### src/rtl/load_store_unit.sv
// Load/store unit: turns a byte-addressed RISC-V load/store into one word access
// with byte-lane enables, stalls the pipeline until completion and formats load data.
// Optional feature: define MISALIGN_TRAP_EN to reject misaligned halfword/word accesses
// (cause 01); without it, low address bits that do not fit the width are ignored.
module load_store_unit #(
    parameter int unsigned MEM_WORDS = 1024
) (
    input  logic        clk_i,
    input  logic        reset_i,
    input  logic        req_valid_i,
    input  logic        req_we_i,
    input  logic [2:0]  req_funct3_i,
    input  logic [31:0] req_addr_i,
    input  logic [31:0] req_wdata_i,
    output logic        stall_o,
    output logic        done_o,
    output logic [31:0] load_data_o,
    output logic        err_o,
    output logic [1:0]  err_cause_o,
    output logic [31:0] mem_address_o,
    output logic [31:0] mem_datain_o,
    output logic        mem_wen_o,
    output logic        mem_ren_o,
    output logic [3:0]  mem_byte_selector_o,
    input  logic [31:0] mem_dataout_i,
    input  logic        mem_memsig_i
);

    typedef enum logic [2:0] {StIdle, StIssue, StWait, StDone, StErr} state_e;

    state_e      state_q, state_d;
    logic        we_q, we_d;
    logic [2:0]  funct3_q, funct3_d;
    logic [31:0] addr_q, addr_d;
    logic [31:0] wdata_q, wdata_d;
    logic [31:0] load_data_q, load_data_d;
    logic [1:0]  cause_q, cause_d;

    logic        illegal, misaligned, out_of_range;
    logic [1:0]  lane_off;
    logic [31:0] shifted, formatted;

    // Classify the incoming request; illegal width outranks misalignment outranks range.
    always_comb begin
        if (req_we_i) begin
            illegal = req_funct3_i[2] || (req_funct3_i[1:0] == 2'b11);
        end else begin
            illegal = (req_funct3_i == 3'b011) || (req_funct3_i[2:1] == 2'b11);
        end
        misaligned = 1'b0;
`ifdef MISALIGN_TRAP_EN
        misaligned = ((req_funct3_i[1:0] == 2'b01) && req_addr_i[0]) ||
                     ((req_funct3_i[1:0] == 2'b10) && (req_addr_i[1:0] != 2'b00));
`endif
        out_of_range = {2'b00, req_addr_i[31:2]} >= MEM_WORDS;
    end

    // Byte offset of the access inside the word; bits that do not fit the width are dropped.
    always_comb begin
        case (funct3_q[1:0])
            2'b00:   lane_off = addr_q[1:0];
            2'b01:   lane_off = {addr_q[1], 1'b0};
            default: lane_off = 2'b00;
        endcase
        shifted = mem_dataout_i >> {lane_off, 3'b000};
        case (funct3_q)
            3'b000:  formatted = {{24{shifted[7]}}, shifted[7:0]};
            3'b001:  formatted = {{16{shifted[15]}}, shifted[15:0]};
            3'b100:  formatted = {24'h0, shifted[7:0]};
            3'b101:  formatted = {16'h0, shifted[15:0]};
            default: formatted = shifted;
        endcase
    end

    // Next-state logic: latch the request in IDLE and capture load data in WAIT.
    always_comb begin
        state_d     = state_q;
        we_d        = we_q;
        funct3_d    = funct3_q;
        addr_d      = addr_q;
        wdata_d     = wdata_q;
        load_data_d = load_data_q;
        cause_d     = cause_q;
        case (state_q)
            StIdle: begin
                if (req_valid_i) begin
                    we_d     = req_we_i;
                    funct3_d = req_funct3_i;
                    addr_d   = req_addr_i;
                    wdata_d  = req_wdata_i;
                    if (illegal) begin
                        cause_d = 2'b11;
                    end else if (misaligned) begin
                        cause_d = 2'b01;
                    end else if (out_of_range) begin
                        cause_d = 2'b10;
                    end else begin
                        cause_d = 2'b00;
                    end
                    if (illegal || misaligned || out_of_range) begin
                        load_data_d = 32'h0;
                        state_d     = StErr;
                    end else begin
                        state_d = StIssue;
                    end
                end
            end
            StIssue: state_d = we_q ? StDone : StWait;
            StWait: begin
                if (mem_memsig_i) begin
                    load_data_d = formatted;
                    state_d     = StDone;
                end
            end
            // A request still visible here is the one just completed.
            StDone:  state_d = StIdle;
            StErr:   state_d = StIdle;
            default: state_d = StIdle;
        endcase
    end

    // State and request registers with synchronous reset.
    always_ff @(posedge clk_i) begin
        if (reset_i) begin
            state_q     <= StIdle;
            we_q        <= 1'b0;
            funct3_q    <= 3'b000;
            addr_q      <= 32'h0;
            wdata_q     <= 32'h0;
            load_data_q <= 32'h0;
            cause_q     <= 2'b00;
        end else begin
            state_q     <= state_d;
            we_q        <= we_d;
            funct3_q    <= funct3_d;
            addr_q      <= addr_d;
            wdata_q     <= wdata_d;
            load_data_q <= load_data_d;
            cause_q     <= cause_d;
        end
    end

    // Outputs decoded from the registered state; memory signals only live in ISSUE.
    always_comb begin
        done_o              = 1'b0;
        err_o               = 1'b0;
        err_cause_o         = 2'b00;
        mem_address_o       = 32'h0;
        mem_datain_o        = 32'h0;
        mem_wen_o           = 1'b0;
        mem_ren_o           = 1'b0;
        mem_byte_selector_o = 4'b0000;
        case (state_q)
            StIssue: begin
                mem_address_o = {2'b00, addr_q[31:2]};
                if (we_q) begin
                    mem_wen_o = 1'b1;
                    case (funct3_q[1:0])
                        2'b00: begin
                            mem_byte_selector_o = 4'b0001 << lane_off;
                            mem_datain_o        = {4{wdata_q[7:0]}};
                        end
                        2'b01: begin
                            mem_byte_selector_o = 4'b0011 << lane_off;
                            mem_datain_o        = {2{wdata_q[15:0]}};
                        end
                        default: begin
                            mem_byte_selector_o = 4'b1111;
                            mem_datain_o        = wdata_q;
                        end
                    endcase
                end else begin
                    mem_ren_o = 1'b1;
                end
            end
            StDone: done_o = 1'b1;
            StErr: begin
                done_o      = 1'b1;
                err_o       = 1'b1;
                err_cause_o = cause_q;
            end
            default: ;
        endcase
    end

    assign stall_o     = req_valid_i && !done_o;
    assign load_data_o = load_data_q;

endmodule

### config.mk
export PLATFORM = sky130hd
export DESIGN_NAME = load_store_unit
export DESIGN_NICKNAME = d
export VERILOG_FILES = /design/src/rtl/load_store_unit.sv
export SDC_FILE = /design/constraint.sdc
export NUM_CORES = 1
export LEC_CHECK = 0
export ABC_AREA = 1
export CELL_PAD_IN_SITES_DETAIL_PLACEMENT = 0
export CELL_PAD_IN_SITES_GLOBAL_PLACEMENT = 1
export CORE_ASPECT_RATIO = 0.8
export CORE_MARGIN = 3
export CORE_UTILIZATION = 26
export CTS_BUF_LIST = sky130_fd_sc_hd__clkbuf_16
export DETAILED_ROUTE_END_ITERATION = 7
export GPL_ROUTABILITY_DRIVEN = 0
export HOLD_SLACK_MARGIN = 0.05
export PLACE_DENSITY = 0.74
export SLEW_MARGIN = 20
export SYNTH_ARGS = -nofsm -noshare
export SYNTH_HDL_FRONTEND = slang
export SYNTH_SLANG_ARGS = --single-unit
### constraint.sdc
create_clock -name clk_i -period 1.5 [get_ports clk_i]
set_input_delay 0.15 -clock clk_i [delete_from_list [all_inputs] [get_ports clk_i]]
set_output_delay 0.15 -clock clk_i [all_outputs]
set_load 0.1 [all_outputs]
**Word level (Yosys, flattened, before mapping)**

Cells that the tools add are included.

- Bits of input ports: 104
- Latch bits: 0
- Bits in read-only memories: 0
- Memories: 0
- Word-level logic and storage cells: 66
- Register bits: 105
- Output and inout port bits: 107
- RAM bits: 0

- Magnitude comparators: 1
- Add/sub/neg operators: 0
- Bitwise operators: 0
- Equal/unequal tests: 14
- Shifts and indexed selects: 3
- Multiply operators: 0
- Divide/modulo/power cells: 0
- Reduce and logical (&&, ||, !) cells: 13
- Muxes and demuxes: 28

Operators with widths:

| kind | count |
|---|---|
| $mux W32 | 5 |
| $pmux W32 S2 | 2 |
| $pmux W32 S4 | 1 |
| $shr A32 B5 Y32 | 1 |
| $ge A30 B11 Y1 const B | 1 |
| $mux W30 | 1 |
| $eq A3 B2 Y1 const B | 3 |
| $eq A3 B3 Y1 const B | 3 |
| $mux W3 | 3 |
| $pmux W3 S3 | 1 |
| $mux W1 | 8 |
| $mux W4 | 2 |
| $pmux W4 S2 | 1 |
| $eq A3 B1 Y1 const B | 2 |
| $logic_not A3 Y1 | 2 |
| $mux W2 | 3 |
| $ne A2 B2 Y1 const B | 3 |
| $eq A2 B2 Y1 const B | 2 |
| $pmux W2 S2 | 1 |
| $reduce_and A2 Y1 | 2 |
| $reduce_and A4 Y1 | 1 |
| $shl A1 B2 Y4 const A | 1 |
| $shl A2 B2 Y4 const A | 1 |
| $logic_or A1 B1 Y1 | 3 |
| 6 further kinds | 6 |

**Logic depth before layout (Yosys ltp)**

- Depth after elaboration: 7
- Depth in mapped cells: 10

**Worst setup path after synthesis**

Ideal clock, no wire load.

- Path kind: reg2out
- Start: reg state_q[1]
- End: out stall_o
- Slack: -3798 ps
- Stages on the path, launching flop included: 5
- Buffers on the path: 0
- Data required time: 1350 ps
- Data arrival time: 5148 ps
- Cell sequence: dfxtp_1 nor3_1 inv_1 o21ai_0 nor2_1

- Word-level cells in the longest chain between the ends: 5
- Elaborated cells on any way between the ends: 6
- Classes of those cells: 2 x eq/ne; 1 x mux; 3 x reduce/logical

Ends and longest elaborated chain:

| what | RTL line | RTL |
|---|---|---|
| start: declaration | 31 | `state_e state_q, state_d;` |
| start signal: assignment | 125 | `state_q <= StIdle;` |
| start signal: assignment | 133 | `state_q <= state_d;` |
| $eq A3 B3 Y1 / $eq A3 B2 Y1 (equally long branches) | 153 | `case (state_q)` |
| $reduce_or A2 Y1 (no line) * | n/a |  |
| $mux W1 * | 153 |  |
| via done_o | 16 | `output logic done_o,` |
| $logic_not A1 Y1 * | 186 | `assign stall_o = req_valid_i && !done_o;` |
| $logic_and A1 B1 Y1 * | 186 |  |
| end: declaration | 15 | `output logic stall_o,` |

Mark *: on every way through the listed nets, which the timed path passes. The rest lies on a longest branch.

**Worst setup path in the final report**

- Start: reg state_q[2]
- End: out mem_address_o[23]

- Word-level cells in the longest chain between the ends: 2

Ends and longest elaborated chain:

| what | RTL line | RTL |
|---|---|---|
| $eq A3 B1 Y1 | 153 |  |
| $mux W30 | 153 |  |
| end: declaration | 20 | `output logic [31:0] mem_address_o,` |

No other way between the ends.

==> metrics.txt <==
Yosys top cell area share between 40% and 50%; Final ANT Viol Nets 0; vias per cell around 4.5; Worst setup EP type output pin; largest net degree at the start of global routing 70; Setup TNS -26190 ps; H-Tree Depth 3; Post-Layout Inst Area 0.0102 mm²; total track usage 18.6%; Clock Skews about 9 ps; Worst Reg2Reg Path Length in Cells 11; startpoint types flop; initial antenna violation count 0; DP Area between 0.009 and 0.01 mm²; # Max-Cap Violations 0; first-pass GRT wire length 30600 µm; Reg2Reg Capture Point load_data_o[15]$_SDFFE_PP0P_; Layout Cells excl Fill roughly 1300; number of global-route vias before repair approximately 5600; power per cell area about 700 mW/mm²; number of core rows 44; crit path DAT between 1500 and 2000 ps; number of cells after detailed placement roughly 1200; Die Wd about 160 µm; R2R Setup Slk -180 ps; Starting DRT DRC Count 308; Ys Warns 0; status complete, but fails checks; r2r startpoint funct3_q[1]$_SDFFE_PP0P_; HP Start req_addr_i[26]; Slew Limit Fails 0; sequential share of the synthesized area a little over two fifths; cell area after synthesis between 0.004 and 0.005 mm²; core area about 0.018 mm²; CP Cell Sequence inv_2, nand2_2, nor2_4, inv_2, buf_6, bufbuf_16, nor2_4, buf_12; Vias around 5700; Port Buf Inserts ~210; final worst slack -408 ps; failing checks negative setup slack; Post-Place Setup Slack -364 ps; hold crit path type in2reg; crit-path max FO 13; Tcrit/Tclk final 127%; initial core utilization 27.0%; Hold Path Stages 3; total grt overflow 0; area grow syn2layout 104%; Final Hold Viols 0; Max Root-Sink Buffers 2; CP max-delay cell bufbuf_16; worst skew pair latency between 300 and 400 ps; Setup CP Type reg2out; WP data required 1350 ps; nets roughly 1100; CTS tree done; cells after synthesis around 750; Routed WL per cell 15.5 µm; CTS buffer count 9; Num Clock Sinks around 110; RSZ-0062 raised after global routing true; Achievable Freq between 0.5 and 0.6 GHz; Reg clk slew, reported paths approximately 80 ps; top cell type by total area after synthesis dfxtp_1; antenna fix cells 0; Hold Buf Count CTS 0; crit path buf inv count 5; die area 0.0209 mm²; fraction of layout cells with a size suffix above 1 33.6%; min Tclk post-route approximately 1900 ps; top-level port count approximately 210; top post-synthesis cells by area dfxtp_1, o21ai_0, a21oi_1, nor2_1, nand2_1; Synth Area per Inst about 6.7 µm²; commonest non-fill, non-tap cell in the layout buf_12; router iterations before antenna repair 5; HPWL after DPL 14700 µm; post-synthesis register bit count 105; clock root buffer clkbuf_16; most frequent cells in the layout buf_12, clkdlybuf4s50_1, dfxtp_1, a21oi_1, nand2_1; largest stage delay on the critical path about 370 ps; Finish-stage setup viols ~120; Peak VDD IR 621 µV; Worst Hold Endpoint addr_q[26]$_SDFFE_PP0P_; die height around 130 µm; leakage 0.00384 µW; core occupancy in the finished layout a little under three fifths; Post-Route WL approximately 20000 µm; Synth cell types 31; remaining routing DRC violations 0; delay-heaviest family, CP buffers and inverters
sequential cells by signal, summed over array words and instances, names as in the netlist:
signal / flops
addr_q: 32
load_data_o: 32
wdata_q: 32
funct3_q: 3
state_q: 3
cause_q: 2
we_q: 1
worst min-delay path, cell delays in order:
cell and delay (ps):
clkdlybuf4s50_1 420, inv_1 60, a21oi_1 50
final cells by class:
type	count	area [µm²]
tap	253	317
sequential	105	2110
timing repair buffer	299	4060
inverter	83	325
fill	1681	8320
clock inverter	7	55.1
multi-input combinational	510	3090
clock buffer	9	225
per-layer routing:
layer  GRT usage [%]  up-vias  wire [µm]
met5               0        -          0
met4            4.30        0        221
met3            6.35       14       1470
met2            28.6      132       8870
met1            25.2     2599       9050
li1                -     2958          -
worst max path at each step:
| stage | cells past startpoint | startpoint | to | slack [ps] |
|---|---|---|---|---|
| after floorplan | 7 | state_q[2]$_SDFFE_PP0P_ | mem_byte_selector_o[0] | -920 |
| after global placement | 8 | req_addr_i[12] | load_data_o[10]$_SDFFE_PP0P_ | -310 |
| after detailed placement | 8 | req_addr_i[12] | load_data_o[26]$_SDFFE_PP0P_ | -360 |
| after CTS | 9 | state_q[2]$_SDFFE_PP0P_ | mem_byte_selector_o[0] | -430 |
| after global routing | 9 | state_q[2]$_SDFFE_PP0P_ | mem_byte_selector_o[0] | -510 |
| final | 8 | state_q[2]$_SDFFE_PP0P_ | mem_address_o[23] | -410 |
where the power goes:
| part | total [µW] | internal [µW] | switching, µW |
|---|---|---|---|
| Combinational | 1720 | 765 | 954 |
| Sequential | 3010 | 2940 | 65.5 |
| Clock | 2300 | 1140 | 1160 |
through the flow:
stage / power, µW / hold slack, ps
6_report: 7020 / 364
5_1_grt: 7370 / 359
4_1_cts: 7030 / 346
3_5_place_dp: 4610 / 449
3_3_place_gp: 4600 / 443
2_1_floorplan: 3910 / 278
repair_timing:
item                       in CTS  in global routing
gates cloned                    2                  0
setup endpoints to repair     132                173
resized for setup              49                 31
pin swaps                       9                 16
hold endpoints to repair        0                  0
buffers inserted                7                  6
Yosys cell counts:
cell type / instances
nand3_4: 1
clkinv_1: 1
nor4_1: 1
o21a_1: 1
nand3_2: 2
buf_4: 4
mux2i_1: 1
conb_1: 1
inv_1: 79
nand2_1: 98
buf_1: 5
o21ai_0: 106
nor3_1: 2
buf_2: 11
clkbuf_1: 32
buf_6: 1
nand4_1: 4
nand2_2: 2
nand3_1: 43
or2_2: 5
inv_2: 3
dfxtp_1: 105
o211ai_1: 2
o221ai_1: 1
nor2_1: 124
a211oi_1: 1
a21oi_1: 103
o21ai_1: 1
nor2_2: 1
a22oi_1: 7
o22ai_1: 1
kinds of logic after synthesis:
kind of cell | synth area share (%)
buffers and inverters | 11.0
AOI/OAI and AO/OA | 23.0
other | 0.0752
muxes | 0.201
and+or+nand+nor | 23.6
DFF | 42.1
Power figures use the tool's default switching activity.
